===== src/rtl/uart_cfg_pkg.sv =====
`default_nettype none
// ============================================================================
//  Module   : uart_cfg_pkg
//  Purpose  : Shared constants, FSM state encodings and helper functions for
//             the configurable UART core (uart_cfg_core, uart_tick16_gen).
//  Contents : PARITY_* mode constants, tx_state_t / rx_state_t encodings,
//             calc_baud_div() divisor rounding, parity_bit() generator.
//  Revision : 1.0  initial release
// ============================================================================
package uart_cfg_pkg;

   localparam int PARITY_NONE = 0;
   localparam int PARITY_EVEN = 1;
   localparam int PARITY_ODD  = 2;

   typedef enum logic [2:0] {
      TX_IDLE   = 3'd0,
      TX_START  = 3'd1,
      TX_DATA   = 3'd2,
      TX_PARITY = 3'd3,
      TX_STOP   = 3'd4
   } tx_state_t;

   typedef enum logic [2:0] {
      RX_IDLE   = 3'd0,
      RX_START  = 3'd1,
      RX_DATA   = 3'd2,
      RX_PARITY = 3'd3,
      RX_STOP   = 3'd4
   } rx_state_t;

   // Clocks per 16x tick, rounded to nearest and never below 1.
   function automatic int calc_baud_div(input int freq, input int baud);
      int div;
      div = (freq + 8 * baud) / (16 * baud);
      if (div < 1) div = 1;
      return div;
   endfunction

   // Parity bit for up to 8 data bits; narrower words are zero-extended,
   // which does not change the XOR reduction.
   function automatic logic parity_bit(input logic [7:0] data, input int mode);
      return (mode == PARITY_ODD) ? ~(^data) : (^data);
   endfunction

endpackage
`default_nettype wire


===== src/rtl/uart_tick16_gen.sv =====
`default_nettype none
// ============================================================================
//  Module   : uart_tick16_gen
//  Purpose  : Free-running divider that emits a one-clock tick16 pulse every
//             DIV system clocks (16 ticks per UART bit period).
//  Ports    : clock  - system clock
//             reset  - asynchronous active-high reset
//             tick16 - one-clock pulse when the counter wraps
//  Revision : 1.0  initial release
// ============================================================================
module uart_tick16_gen #(
   parameter int DIV = 1
) (
   input  logic clock,
   input  logic reset,
   output logic tick16
);

   localparam int            CW   = (DIV > 1) ? $clog2(DIV) : 1;
   localparam logic [CW-1:0] LAST = CW'(DIV - 1);

   logic [CW-1:0] cnt;

   // With DIV == 1 the counter sits at 0 and tick16 is permanently high.
   assign tick16 = (cnt == LAST);

   always_ff @(posedge clock or posedge reset) begin
      if (reset)       cnt <= '0;
      else if (tick16) cnt <= '0;
      else             cnt <= cnt + CW'(1);
   end

endmodule
`default_nettype wire


===== src/rtl/uart_cfg_core.sv =====
`default_nettype none
// ============================================================================
//  Module   : uart_cfg_core
//  Purpose  : Configurable UART (5..8 data bits, none/even/odd parity, 1 or 2
//             stop bits) with ready/valid handshakes, 16x oversampled
//             majority-vote receiver and parity/framing/overrun reporting.
//  Ports    : clock, reset          - system clock, async active-high reset
//             tx_data/valid/ready   - transmit handshake
//             tx_ser_data_out       - serial line out (idles high)
//             rx_ser_data_in        - serial line in (asynchronous)
//             rx_data/valid/ready   - receive handshake
//             rx_parity_err         - parity mismatch for held byte
//             rx_frame_err          - stop bit sampled low for held byte
//             rx_overrun            - sticky, frame dropped while rx_valid
//  Revision : 1.0  initial release
// ============================================================================
module uart_cfg_core
   import uart_cfg_pkg::*;
#(
   parameter int SYSTM_OPERN_FREQ = 11059200,
   parameter int REQD_BAUD_RATE   = 9600,
   parameter int DATA_BITS        = 8,
   parameter int PARITY_MODE      = 0,
   parameter int STOP_BITS        = 1
) (
   input  logic                 clock,
   input  logic                 reset,
   input  logic [DATA_BITS-1:0] tx_data,
   input  logic                 tx_valid,
   output logic                 tx_ready,
   output logic                 tx_ser_data_out,
   input  logic                 rx_ser_data_in,
   output logic [DATA_BITS-1:0] rx_data,
   output logic                 rx_valid,
   input  logic                 rx_ready,
   output logic                 rx_parity_err,
   output logic                 rx_frame_err,
   output logic                 rx_overrun
);

   localparam int         DIV       = calc_baud_div(SYSTM_OPERN_FREQ, REQD_BAUD_RATE);
   localparam logic [2:0] LAST_DATA = 3'(DATA_BITS - 1);
   localparam logic [2:0] LAST_STOP = 3'(STOP_BITS - 1);
   localparam tx_state_t  TX_AFTER_DATA = (PARITY_MODE != PARITY_NONE) ? TX_PARITY : TX_STOP;
   localparam rx_state_t  RX_AFTER_DATA = (PARITY_MODE != PARITY_NONE) ? RX_PARITY : RX_STOP;

   logic tick16;

   uart_tick16_gen #(.DIV(DIV)) u_tick16_gen (
      .clock  (clock),
      .reset  (reset),
      .tick16 (tick16)
   );

   // ------------------------------------------------------------------------
   // Transmitter
   // ------------------------------------------------------------------------
   tx_state_t            tx_state, tx_state_n;
   logic [DATA_BITS-1:0] tx_shift, tx_shift_n;
   logic [3:0]           tx_tcnt, tx_tcnt_n;
   logic [2:0]           tx_bcnt, tx_bcnt_n;
   logic                 tx_par, tx_par_n;
   logic                 tx_pend, tx_pend_n;
   logic                 tx_line_n;
   logic                 tx_bit_end;

   // A byte accepted in IDLE waits (tx_pend) for the next tick boundary, so
   // no second byte may be taken during that short gap.
   assign tx_ready = (tx_state == TX_IDLE) && !tx_pend;

   always_ff @(posedge clock or posedge reset) begin
      if (reset) begin
         tx_state        <= TX_IDLE;
         tx_shift        <= '0;
         tx_tcnt         <= '0;
         tx_bcnt         <= '0;
         tx_par          <= 1'b0;
         tx_pend         <= 1'b0;
         tx_ser_data_out <= 1'b1;
      end else begin
         tx_state        <= tx_state_n;
         tx_shift        <= tx_shift_n;
         tx_tcnt         <= tx_tcnt_n;
         tx_bcnt         <= tx_bcnt_n;
         tx_par          <= tx_par_n;
         tx_pend         <= tx_pend_n;
         tx_ser_data_out <= tx_line_n;
      end
   end

   always_comb begin
      tx_state_n = tx_state;
      tx_shift_n = tx_shift;
      tx_tcnt_n  = tx_tcnt;
      tx_bcnt_n  = tx_bcnt;
      tx_par_n   = tx_par;
      tx_pend_n  = tx_pend;
      tx_bit_end = tick16 && (tx_tcnt == 4'd15);

      // The 4-bit tick count wraps to 0 on the 16th tick of every bit.
      if ((tx_state != TX_IDLE) && tick16) tx_tcnt_n = tx_tcnt + 4'd1;

      case (tx_state)
         TX_IDLE: begin
            if (tx_valid && tx_ready) begin
               tx_shift_n = tx_data;
               tx_par_n   = parity_bit(8'(tx_data), PARITY_MODE);
               tx_pend_n  = 1'b1;
            end else if (tx_pend && tick16) begin
               tx_state_n = TX_START;
               tx_tcnt_n  = 4'd0;
               tx_pend_n  = 1'b0;
            end
         end
         TX_START: begin
            if (tx_bit_end) begin
               tx_state_n = TX_DATA;
               tx_bcnt_n  = 3'd0;
            end
         end
         TX_DATA: begin
            if (tx_bit_end) begin
               tx_shift_n = tx_shift >> 1;
               if (tx_bcnt == LAST_DATA) begin
                  tx_state_n = TX_AFTER_DATA;
                  tx_bcnt_n  = 3'd0;
               end else begin
                  tx_bcnt_n  = tx_bcnt + 3'd1;
               end
            end
         end
         TX_PARITY: begin
            if (tx_bit_end) begin
               tx_state_n = TX_STOP;
               tx_bcnt_n  = 3'd0;
            end
         end
         TX_STOP: begin
            if (tx_bit_end) begin
               if (tx_bcnt == LAST_STOP) tx_state_n = TX_IDLE;
               else                      tx_bcnt_n  = tx_bcnt + 3'd1;
            end
         end
         default: tx_state_n = TX_IDLE;
      endcase

      // Line level is registered from the next state so the pin never glitches.
      case (tx_state_n)
         TX_START:  tx_line_n = 1'b0;
         TX_DATA:   tx_line_n = tx_shift_n[0];
         TX_PARITY: tx_line_n = tx_par_n;
         default:   tx_line_n = 1'b1;
      endcase
   end

   // ------------------------------------------------------------------------
   // Receiver
   // ------------------------------------------------------------------------
   logic                 rx_meta, rx_sync;
   rx_state_t            rx_state, rx_state_n;
   logic [3:0]           rx_tcnt, rx_tcnt_n;
   logic [2:0]           rx_bcnt, rx_bcnt_n;
   logic [DATA_BITS-1:0] rx_shift, rx_shift_n;
   logic                 s7, s7_n, s8, s8_n;
   logic                 rx_bit, rx_bit_n;
   logic                 rx_perr, rx_perr_n;
   logic                 rx_wait_high, rx_wait_high_n;
   logic                 vote, rx_mid, rx_end;
   logic                 frame_done, frame_ferr;

   always_ff @(posedge clock or posedge reset) begin
      if (reset) begin
         rx_meta      <= 1'b1;
         rx_sync      <= 1'b1;
         rx_state     <= RX_IDLE;
         rx_tcnt      <= '0;
         rx_bcnt      <= '0;
         rx_shift     <= '0;
         s7           <= 1'b1;
         s8           <= 1'b1;
         rx_bit       <= 1'b1;
         rx_perr      <= 1'b0;
         rx_wait_high <= 1'b0;
      end else begin
         rx_meta      <= rx_ser_data_in;
         rx_sync      <= rx_meta;
         rx_state     <= rx_state_n;
         rx_tcnt      <= rx_tcnt_n;
         rx_bcnt      <= rx_bcnt_n;
         rx_shift     <= rx_shift_n;
         s7           <= s7_n;
         s8           <= s8_n;
         rx_bit       <= rx_bit_n;
         rx_perr      <= rx_perr_n;
         rx_wait_high <= rx_wait_high_n;
      end
   end

   always_comb begin
      rx_state_n     = rx_state;
      rx_tcnt_n      = rx_tcnt;
      rx_bcnt_n      = rx_bcnt;
      rx_shift_n     = rx_shift;
      s7_n           = s7;
      s8_n           = s8;
      rx_bit_n       = rx_bit;
      rx_perr_n      = rx_perr;
      rx_wait_high_n = rx_wait_high;
      frame_done     = 1'b0;
      frame_ferr     = 1'b0;

      // Majority of the tick-7 and tick-8 samples and the live tick-9 sample.
      vote   = (s7 & s8) | (s7 & rx_sync) | (s8 & rx_sync);
      rx_mid = tick16 && (rx_tcnt == 4'd9);
      rx_end = tick16 && (rx_tcnt == 4'd15);

      if ((rx_state != RX_IDLE) && tick16) begin
         rx_tcnt_n = rx_tcnt + 4'd1;
         if (rx_tcnt == 4'd7) s7_n     = rx_sync;
         if (rx_tcnt == 4'd8) s8_n     = rx_sync;
         if (rx_tcnt == 4'd9) rx_bit_n = vote;
      end

      case (rx_state)
         RX_IDLE: begin
            // After a low stop bit (e.g. break) the line must return high
            // before another start edge is accepted.
            if (rx_wait_high) begin
               if (rx_sync) rx_wait_high_n = 1'b0;
            end else if (!rx_sync) begin
               rx_state_n = RX_START;
               rx_tcnt_n  = 4'd0;
               rx_perr_n  = 1'b0;
            end
         end
         RX_START: begin
            if (rx_mid && vote) begin
               rx_state_n = RX_IDLE;
            end else if (rx_end) begin
               rx_state_n = RX_DATA;
               rx_bcnt_n  = 3'd0;
            end
         end
         RX_DATA: begin
            if (rx_end) begin
               rx_shift_n = {rx_bit, rx_shift[DATA_BITS-1:1]};
               if (rx_bcnt == LAST_DATA) rx_state_n = RX_AFTER_DATA;
               else                      rx_bcnt_n  = rx_bcnt + 3'd1;
            end
         end
         RX_PARITY: begin
            if (rx_end) begin
               rx_perr_n  = rx_bit ^ parity_bit(8'(rx_shift), PARITY_MODE);
               rx_state_n = RX_STOP;
            end
         end
         RX_STOP: begin
            // Finish at mid-stop so the next start edge can be caught early.
            if (rx_mid) begin
               frame_done     = 1'b1;
               frame_ferr     = !vote;
               rx_wait_high_n = !vote;
               rx_state_n     = RX_IDLE;
            end
         end
         default: rx_state_n = RX_IDLE;
      endcase
   end

   // Output holding register with drop-on-full overrun behaviour.
   always_ff @(posedge clock or posedge reset) begin
      if (reset) begin
         rx_data       <= '0;
         rx_valid      <= 1'b0;
         rx_parity_err <= 1'b0;
         rx_frame_err  <= 1'b0;
         rx_overrun    <= 1'b0;
      end else begin
         if (frame_done && (!rx_valid || rx_ready)) begin
            rx_data       <= rx_shift;
            rx_parity_err <= rx_perr;
            rx_frame_err  <= frame_ferr;
            rx_valid      <= 1'b1;
         end else if (rx_valid && rx_ready) begin
            rx_valid      <= 1'b0;
         end

         if (frame_done && rx_valid && !rx_ready) rx_overrun <= 1'b1;
         else if (rx_valid && rx_ready)           rx_overrun <= 1'b0;
      end
   end

endmodule
`default_nettype wire

===== config.mk =====
export PLATFORM = sky130hd
export DESIGN_NAME = uart_cfg_core
export DESIGN_NICKNAME = d
export VERILOG_FILES = /design/src/rtl/uart_cfg_pkg.sv /design/src/rtl/uart_tick16_gen.sv /design/src/rtl/uart_cfg_core.sv
export SDC_FILE = /design/constraint.sdc
export NUM_CORES = 1
export LEC_CHECK = 0
export ABC_AREA = 1
export CORE_MARGIN = 8
export CORE_UTILIZATION = 32
export CTS_CLUSTER_SIZE = 10
export DETAILED_ROUTE_END_ITERATION = 8
export PLACE_DENSITY_LB_ADDON = 0.12
export SYNTH_ARGS = -nofsm -noshare
export SYNTH_HDL_FRONTEND = slang
export SYNTH_SLANG_ARGS = --single-unit
export TNS_END_PERCENT = 20

===== constraint.sdc =====
create_clock -name clock -period 1.7 [get_ports clock]
set_clock_uncertainty 0.1 [all_clocks]
set_input_delay 0.17 -clock clock [delete_from_list [all_inputs] [get_ports clock]]
set_output_delay 0.17 -clock clock [all_outputs]
set_load 0.02 [all_outputs]

==> flow_metrics.env, run 1 <==
export IMPL_gp_congestion=0.7902
export IMPL_total_leakage_power_nw=2.122
export IMPL_io_buffer_count=26
export IMPL_antenna_found_initial=0
export IMPL_max_cap_violations=0
export IMPL_netlist_instances=412
export IMPL_drive_gt1_frac=0.2092
export IMPL_grt_start_max_net_pins=40
export IMPL_fin_nets=496
export IMPL_layout_commonest_cell="nand2_1"
export IMPL_synthAdderAreaFrac=0.03588
export IMPL_synth_area_top_cells="dfrtp_1 42%, nand2_1 12%, inv_1 6.8%"
export IMPL_dp_hpwl_um=5102
export IMPL_irDropWorstVdd_mv=0.3563
export IMPL_synth_mux_area_frac=0
export IMPL_critical_path_class="register to register"
export IMPL_cts_sinks=65
export IMPL_crit_required_ns=1.87
export IMPL_core_area_mm2=0.01075
export IMPL_grt_util_met1=0.1172
export IMPL_power_frac_comb=0.044
export IMPL_p_sw_mw=0.6714
export IMPL_routed_via_density=4.456
export IMPL_ys_seq_area_frac=0.4686
export IMPL_htree_levels=3
export IMPL_synth_edf_count=0
export IMPL_grt_pass1_vias=2713
export IMPL_fmax_mhz=612.7
export IMPL_cts_hold_buf=0
export IMPL_yosysWarnings=0
export IMPL_yosys_cell_types_count=35
export IMPL_worstSetupStartpointType="register"
export IMPL_r2r_start="u_tick16_gen.cnt[0]"
export IMPL_drc=0
export IMPL_layout_common_cells="106 x nand2_1, 61 x inv_1, 59 x dfrtp_1"
export IMPL_insertion_delay_ns=0.34
export IMPL_synth_top_family_by_area="simple AND/OR/NAND/NOR gates"
export IMPL_syn_avg_cell_area_um2=8.464
export IMPL_timing_rr_end="s7"
export IMPL_tns_ns=0
export IMPL_overflow=0
export IMPL_drt_first_pass_iters=4
export IMPL_hp_class="input port to asynchronous set/reset pin"
export IMPL_seq_power_share=0.539
export IMPL_clock_root_buffer="clkbuf_8"
export IMPL_power_density_mw_per_mm2=659.1
export IMPL_p_int_mw=2.212
export IMPL_cp_end_kind="register"
export IMPL_cts_tree="built"
export IMPL_finalHoldViolCount=0
export IMPL_grt_pass1_wl_um=12050
export IMPL_area_growth_syn_to_layout_pct=25.48
export IMPL_fillers=1111
export IMPL_synthesis_nets=435
export IMPL_finalSetupViolCount=0
export IMPL_use_met3=0.02424
export IMPL_globalRoute_busiestLayer="met2"
export IMPL_wl_per_cell_um=11.42
export IMPL_period_share=0.9600
export IMPL_clk_pin_slew_worst_paths_ns=0.08
export IMPL_synth_top_cell_area_share=0.4234
export IMPL_async_reset_ff_frac=1.000
export IMPL_rsz0062_at_grt="yes"
export IMPL_status="complete, no violations"
export IMPL_worst_hold_slack_ns=0.1252
export IMPL_synthFlopType="dfrtp_1"
export IMPL_synth_compound_area_frac=0.1041
export IMPL_ant_nets=0
export IMPL_max_slew_margin_rel=0.7752
export IMPL_numCtsBuffers=9
export IMPL_totalWireLength_um=7058
export IMPL_arrival_ns=1.80
export IMPL_yosys_area_top_type="dfrtp_1"
export IMPL_io_pin_count=27
export IMPL_grt_util_met2=0.1705
export IMPL_max_slew_worst_pin_slew_ns=0.3372
export IMPL_power_share_switching=0.2328
export IMPL_drt_initial_drc_count=130
export IMPL_clkPwrFrac=0.417
export IMPL_vias=2754
export IMPL_fp_row_count=38
export IMPL_r2r_worst_path_cells=9
export IMPL_min_period_ns=1.632
export IMPL_grt_usage=0.1011
export IMPL_ff2ff_setup_slack_ns=0.07
export IMPL_syn_area_mm2=0.003487
export IMPL_start_util=0.3245
export IMPL_ys_ff_latch=65
export IMPL_worstPathMaxFanout=6
export IMPL_timing_final_max_slew_violations=0
export IMPL_cts_root_to_sink_buffers=2
export IMPL_diodes=0
export IMPL_synth_simple_area_share=0.2673
export IMPL_fp_dieH_um=120.4
export IMPL_synth_xor_area_frac=0.04270
export IMPL_die_area_mm2=0.01449
export IMPL_die_w_um=120.4
==> Yosys cell counts, types with 3 or more instances <==
| library cell | count |
|---|---|
| nand2_1 | 110 |
| inv_1 | 63 |
| dfrtp_1 | 59 |
| o21ai_0 | 23 |
| nand3_1 | 21 |
| nor2_1 | 19 |
| ha_1 | 10 |
| xor2_1 | 10 |
| o21ai_1 | 9 |
| o21ai_2 | 9 |
| a21oi_1 | 7 |
| xnor2_1 | 7 |
| dfstp_2 | 6 |
| nand4_1 | 6 |
| nor3_1 | 6 |
| inv_2 | 5 |
| o221ai_1 | 5 |
| nand2_4 | 4 |
| nor3_2 | 4 |
| nand3_2 | 3 |
| nor2_2 | 3 |
| nor2_4 | 3 |
| o211ai_1 | 3 |
==> metal layers <==
metal,vias up,share of wire,wire (µm)
met1,1260,0.46,3266
met3,14,0.038,269
met4,0,0.020,139
met2,41,0.48,3382
li1,1439,-,-
met5,-,0,0
==> power by group through the flow <==
stage / combinational [mW] / clock [mW] / sequential, mW
2_1_floorplan: 0.0595 / 0 / 1.59
3_3_place_gp: 0.129 / 0 / 1.58
3_5_place_dp: 0.131 / 0 / 1.58
4_1_cts: 0.131 / 1.25 / 1.55
5_1_grt: 0.144 / 1.31 / 1.55
6_report: 0.126 / 1.20 / 1.55
==> critical path, cell delays in order (launching register included) <==
cell and delay [ns]:
dfrtp_1 0.40, ha_4 0.18, nand2_2 0.08, nor2_4 0.16, nand2_2 0.11, nor2_4 0.15
inv_2 0.09, nor2_2 0.08, nand2_1 0.07, a21oi_1 0.15
==> through the flow <==
stage,worst slack (ns),cells,area (µm²),util,power [mW]
floorplan,0.08411,412,3491,-,1.647
global placement,-0.01986,596,4066,0.3784,1.713
detailed placement,-0.04324,596,4066,0.3784,1.715
CTS,0.02794,612,4252,0.3957,2.941
global route,-0.05335,618,4375,0.4072,3.004
finish,0.06801,618,4375,0.4072,2.884
==> kinds of logic (layout without fill, tap and decap cells) <==
family,Yosys count,count (layout)
buf+inv,71,136
flops,65,65
simple gates,190,191
fa+ha+maj,10,10
xor+xnor,17,17
compound gates,59,59
==> repair_timing <==
action | in CTS | in global routing
setup buffers | 0 | 5
gates resized for setup | 8 | 22
pin swaps | 0 | 8
cloned | 0 | 1
setup endpoints to repair | 10 | 40
==> worst max-delay path by stage <==
stage	start	endpoint	slack, ns	cells past startpoint
final	u_tick16_gen.cnt[0]	s7	0.07	9
after global routing	u_tick16_gen.cnt[0]	tx_tcnt[2]	-0.05	6
after CTS	u_tick16_gen.cnt[0]	tx_tcnt[3]	0.03	7
after detailed placement	u_tick16_gen.cnt[0]	rx_bcnt[1]	-0.04	8
after global placement	tx_state[0]	tx_ready	-0.02	4
after floorplan	u_tick16_gen.cnt[0]	rx_data[0]	0.08	9
==> state kept, by name, summed over array words and instances, names as in the netlist, 3 cells and up <==
name,flops
rx_bcnt,3
tx_state,3
rx_data,8
u_tick16_gen.cnt,7
rx_state,3
tx_shift,8
rx_shift,8
rx_tcnt,4
tx_bcnt,3
tx_tcnt,4
==> cell type report <==
type	instances	area (µm²)	area share
clock inverters	3	17.52	0.004003
repair buffers	51	454.2	0.1038
inverters	69	270.3	0.06177
clock buffers	13	158.9	0.03632
flip-flops and latches	65	1634	0.3735
multi-input cells	277	1665	0.3806
well taps	140	175.2	0.04003
No activity file was read; power rests on OpenSTA's default activity.
==> run 2: changes to the inputs <==
--- a/config.mk
+++ b/config.mk
@@ -6,6 +6,7 @@
 export NUM_CORES = 1
 export LEC_CHECK = 0
 export ABC_AREA = 1
+export CORE_ASPECT_RATIO = 1.75
 export CORE_MARGIN = 8
 export CORE_UTILIZATION = 32
 export CTS_CLUSTER_SIZE = 10
==> run 2 against run 1 <==
Net effect:
- worst hold slack worse by 0.051 ns
- critical path type unchanged
- total power rose by 21%
- worst setup slack worse by 0.0065 ns
- clock power is 50% higher
- die area up 0.91%
- first-iteration DRC count down 59%
- sequential power barely moved
- largest cell class unchanged
==> flow_metrics.env, run 2 (synthesis results as in run 1) <==
export IMPL_irDropWorstVdd_mv=0.4966
export IMPL_power_share_switching=0.2115
export IMPL_status="complete, no violations"
export IMPL_clock_root_buffer="clkbuf_16"
export IMPL_p_int_mw=2.752
export IMPL_die_area_mm2=0.01463
export IMPL_critical_path_class="register to register"
export IMPL_wl_per_cell_um=12.90
export IMPL_grt_pass1_wl_um=13160
export IMPL_period_share=0.9638
export IMPL_max_slew_worst_pin_slew_ns=0.3704
export IMPL_layout_commonest_cell="nand2_1"
export IMPL_ant_nets=0
export IMPL_cts_root_to_sink_buffers=2
export IMPL_worstPathMaxFanout=6
export IMPL_max_cap_violations=0
export IMPL_vias=2863
export IMPL_io_pin_count=27
export IMPL_totalWireLength_um=7921
export IMPL_cts_tree="built"
export IMPL_fp_row_count=50
export IMPL_hp_class="input port to asynchronous set/reset pin"
export IMPL_total_leakage_power_nw=2.217
export IMPL_diodes=0
export IMPL_min_period_ns=1.639
export IMPL_power_density_mw_per_mm2=767.6
export IMPL_timing_final_max_slew_violations=0
export IMPL_core_area_mm2=0.01064
export IMPL_grt_pass1_vias=2859
export IMPL_insertion_delay_ns=0.33
export IMPL_rsz0062_at_grt="yes"
export IMPL_placed_cells=592
export IMPL_seq_power_share=0.446
export IMPL_fmax_mhz=610.3
export IMPL_start_util=0.3279
export IMPL_cts_sinks=65
export IMPL_wl_met1_um=2933
export IMPL_fp_dieH_um=154.1
export IMPL_io_buffer_count=26
export IMPL_route_met2_wl_um=4523
export IMPL_power_frac_comb=0.037
export IMPL_final_core_util=0.4275
export IMPL_finalSetupViolCount=0
export IMPL_overflow=0
export IMPL_p_sw_mw=0.7383
export IMPL_arrival_ns=1.76
export IMPL_clk_pin_slew_worst_paths_ns=0.05
export IMPL_layout_common_cells="105 x nand2_1, 61 x inv_1, 59 x dfrtp_1"
export IMPL_routed_via_density=4.663
export IMPL_cts_hold_buf=0
export IMPL_wl_met3_um=279
export IMPL_drive_gt1_frac=0.2211
export IMPL_drc=0
export IMPL_clkPwrFrac=0.517
export IMPL_grt_start_max_net_pins=33
export IMPL_max_slew_margin_rel=0.7525
export IMPL_finalHoldViolCount=0
export IMPL_fin_nets=502
export IMPL_gp_congestion=0.8009
export IMPL_die_w_um=94.91
export IMPL_drt_first_pass_iters=4
export IMPL_numCtsBuffers=9
export IMPL_drt_initial_drc_count=53
export IMPL_stdcell_count=614
export IMPL_highest_layer="met4"
export IMPL_ff2ff_setup_slack_ns=0.06
export IMPL_r2r_start="u_tick16_gen.cnt[0]"
export IMPL_r2r_worst_path_cells=9
export IMPL_timing_rr_end="rx_state[1]"
export IMPL_area_growth_syn_to_layout_pct=30.39
export IMPL_grt_usage=0.1134
export IMPL_tns_ns=0
export IMPL_worstSetupStartpointType="register"
export IMPL_crit_required_ns=1.82
export IMPL_cp_end_kind="register"
export IMPL_antenna_found_initial=0
export IMPL_top_regs="rx_data (8), rx_shift (8), tx_shift (8)"
export IMPL_dp_hpwl_um=6022
export IMPL_htree_levels=3
export IMPL_fillers=1087
[run 2: repair_timing]
| item | in CTS | in global routing |
|---|---|---|
| gates resized for setup | 4 | 30 |
| buffers inserted | 2 | 4 |
| endpoints found under the setup margin | 22 | 48 |
| pin swaps | 3 | 10 |
| hold endpoints to repair | 0 | 0 |
[run 2: metrics by stage]
step / hold WS (ns) / setup slack, ns / power (mW) / instance area, µm²
2_1_floorplan: 0.07448 / 0.08411 / 1.647 / 3491
3_3_place_gp: 0.2467 / -0.03228 / 1.717 / 4111
3_5_place_dp: 0.2476 / -0.03683 / 1.720 / 4111
4_1_cts: 0.07777 / -0.001356 / 3.561 / 4422
5_1_grt: 0.1072 / -0.04110 / 3.643 / 4547
6_report: 0.07465 / 0.06147 / 3.490 / 4547
[run 2: worst max-delay path by stage]
stage                   startpoint              end  slack, ns  cells after the start
2_1_floorplan  u_tick16_gen.cnt[0]       rx_data[0]       0.08                      9
3_3_place_gp   u_tick16_gen.cnt[0]  tx_ser_data_out      -0.03                      8
3_5_place_dp   u_tick16_gen.cnt[0]  tx_ser_data_out      -0.04                      8
4_1_cts        u_tick16_gen.cnt[0]  tx_ser_data_out     -0.001                      8
5_1_grt        u_tick16_gen.cnt[0]      rx_state[2]      -0.04                      9
6_report       u_tick16_gen.cnt[0]      rx_state[1]       0.06                      9
[run 2: power by group through the flow]
stage / clock (mW) / combinational, mW / sequential (mW)
after floorplan: 0 / 0.0595 / 1.59
after global placement: 0 / 0.133 / 1.58
after detailed placement: 0 / 0.135 / 1.58
after CTS: 1.87 / 0.136 / 1.56
after global routing: 1.94 / 0.149 / 1.56
final: 1.80 / 0.130 / 1.56
[run 2: per-layer routing]
metal / vias to the layer above / global-route usage
met5: - / 0
met4: 0 / 0.05314
met3: 13 / 0.02535
met2: 47 / 0.2160
met1: 1353 / 0.1084
li1: 1450 / -
[run 2: area by class of cell]
class | count | area (µm²) | share of cell area
sequential | 65 | 1634 | 0.3594
clock buffer | 14 | 284.0 | 0.06247
timing repair buffer | 58 | 526.8 | 0.1159
clock inverter | 2 | 10.01 | 0.002201
inverter | 69 | 267.8 | 0.05889
tap | 130 | 162.7 | 0.03577
multi-input combinational | 276 | 1662 | 0.3654
[run 2: critical path: stages (launching register included)]
cell     delay (ns)
dfrtp_1        0.39
ha_4           0.18
nand3_4        0.10
nor2_8         0.20
buf_6          0.15
a21oi_2        0.07
nor2_1         0.11
nand4_1        0.11
nand2_1        0.07
nand2_1        0.05
==> run 3: changes to the inputs <==
==> constraint.sdc (replaced) <==
create_clock -name clock -period 1.3 [get_ports clock]
set_clock_uncertainty 0.1 [all_clocks]
set_input_delay 0.13 -clock clock [delete_from_list [all_inputs] [get_ports clock]]
set_output_delay 0.13 -clock clock [all_outputs]
set_load 0.02 [all_outputs]
==> run 3 against run 2 <==
Net effect:
- the flow now finishes with violations (negative setup slack)
- flip-flop and latch count stayed put
- critical path depth decreased by 1
- via count is 6.4% higher
- utilization up 4.6 points
- worst setup slack worse by 0.37 ns
- sequential power is 31% higher
- design area is 11% higher
- die area unchanged
- largest cell class unchanged
- largest power group unchanged
- highest routed layer unchanged
==> flow_metrics.env, run 3 (synthesis results as in run 1) <==
export IMPL_total_power_mw=4.460
export IMPL_worst_path_most_repeated_cell="nand3_4"
export IMPL_area_growth_syn_to_layout_pct=44.38
export IMPL_placed_area_mm2=0.004387
export IMPL_worstPathMaxFanout=8
export IMPL_wl_per_cell_um=12.51
export IMPL_timing_final_max_slew_violations=0
export IMPL_grt_usage=0.1198
export IMPL_cts_sinks=65
export IMPL_drt_initial_drc_count=64
export IMPL_irDropWorstVdd_mv=0.6000
export IMPL_die_w_um=94.91
export IMPL_worst_hold_slack_ns=0.1148
export IMPL_layout_common_cells="91 x nand2_1, 67 x buf_4, 61 x inv_1"
export IMPL_numCtsBuffers=9
export IMPL_top_regs="rx_data (8), rx_shift (8), tx_shift (8)"
export IMPL_highest_layer="met4"
export IMPL_rsz0062_at_grt="yes"
export IMPL_finalSetupViolCount=61
export IMPL_critical_path_class="register to register"
export IMPL_power_density_mw_per_mm2=885.8
export IMPL_die_area_mm2=0.01463
export IMPL_totalWireLength_um=8232
export IMPL_vias=3046
export IMPL_cts_root_to_sink_buffers=2
export IMPL_fin_area_mm2=0.005035
export IMPL_arrival_ns=1.76
export IMPL_htree_levels=3
export IMPL_slowest_delay_ns=0.39
export IMPL_insertion_delay_ns=0.33
export IMPL_fin_nets=546
export IMPL_finalHoldViolCount=0
export IMPL_layout_commonest_cell="nand2_1"
export IMPL_crit_required_ns=1.45
export IMPL_fmax_mhz=621.2
export IMPL_worstSetupStartpointType="register"
export IMPL_io_pin_count=27
export IMPL_start_util=0.3279
export IMPL_gp_congestion=0.8739
export IMPL_ant_nets=0
export IMPL_core_area_mm2=0.01064
export IMPL_io_buffer_count=26
export IMPL_diodes=0
export IMPL_wl_met3_um=281
export IMPL_max_cap_violations=0
export IMPL_max_slew_worst_pin_slew_ns=0.6052
export IMPL_drc=0
export IMPL_fin_ws_ns=-0.3098
export IMPL_hp_class="input port to register"
export IMPL_max_slew_margin_rel=0.5956
export IMPL_failed_checks="negative setup slack"
export IMPL_drive_gt1_frac=0.3333
export IMPL_fp_dieH_um=154.1
export IMPL_antenna_found_initial=0
export IMPL_total_leakage_power_nw=2.513
export IMPL_drt_first_pass_iters=4
export IMPL_clk_pin_slew_worst_paths_ns=0.05
export IMPL_overflow=0
export IMPL_status="complete, but fails checks"
export IMPL_period_share=1.238
export IMPL_cp_end_kind="register"
export IMPL_routed_via_density=4.629
export IMPL_dp_hpwl_um=6007
export IMPL_min_period_ns=1.610
export IMPL_grt_pass1_vias=3186
export IMPL_fp_row_count=50
export IMPL_crit_slowest_cell="dfrtp_1"
export IMPL_grt_start_max_net_pins=32
export IMPL_clock_root_buffer="clkbuf_16"
export IMPL_grt_pass1_wl_um=13820
export IMPL_wl_met1_um=2933
export IMPL_cts_tree="built"
export IMPL_route_met2_wl_um=4723
export IMPL_worstPathCellList="ha_4 > nand3_4 > nor2_8 > nand3_4 > clkinv_8 > buf_6 > nand2_2 > a22oi_2"
==> run 3: what timing repair did <==
action                     4_1_cts  5_1_grt
hold buffers                     1        0
resized for setup               71       36
hold endpoints to repair         4        0
cloned                           0        2
pin swaps                       19        5
setup buffers                    6        6
setup endpoints to repair       74       64
==> run 3: path summary, 6_finish.rpt <==
path	start	endpoint	slack, ns	depth (start not counted)
max in group asynchronous	reset	tx_ser_data_out	0.39	4
min reg2reg	rx_meta	rx_sync	0.25	0
max	u_tick16_gen.cnt[1]	rx_overrun	-0.31	8
min	rx_ser_data_in	rx_meta	0.11	1
max reg2reg	u_tick16_gen.cnt[1]	rx_overrun	-0.31	8
min in group asynchronous	reset	rx_tcnt[3]	0.23	3
==> run 3: report_power, final <==
group	internal (mW)	switching (mW)
Combinational	0.0839	0.0998
Sequential	2.03	0.00261
Clock	1.38	0.855
==> run 3: layout make-up <==
type / instances / area, µm²
Multi-Input combinational cell: 278 / 1836
Fill cell: 1047 / 5600
Inverter: 69 / 282.8
Clock buffer: 13 / 260.3
Clock inverter: 3 / 15.01
Tap cell: 130 / 162.7
Sequential cell: 65 / 1634
Timing Repair Buffer: 100 / 844.6
==> run 3: critical path: cells and delay by family, from the launching register on <==
kind            cells  cell delay, ns
compound gates      1            0.14
fa+ha+maj           1            0.19
buf+inv             2            0.22
flops               1            0.39
simple gates        4            0.48
==> run 3: through the flow <==
stage                     TNS (ns)  cells  utilization  worst slack [ns]
after floorplan             -12.74    412            -           -0.3159
after global placement      -18.50    627       0.4125           -0.3809
after detailed placement    -20.81    627       0.4125           -0.4324
after CTS                   -13.30    650       0.4566           -0.3187
after global routing        -18.28    658       0.4734           -0.4110
final                       -12.92    658       0.4734           -0.3098
==> run 3: metal layers <==
metal,track usage,vias up
li1,-,1536
met1,0.1100,1443
met2,0.2237,48
met3,0.02584,19
met4,0.07859,0
met5,0,-
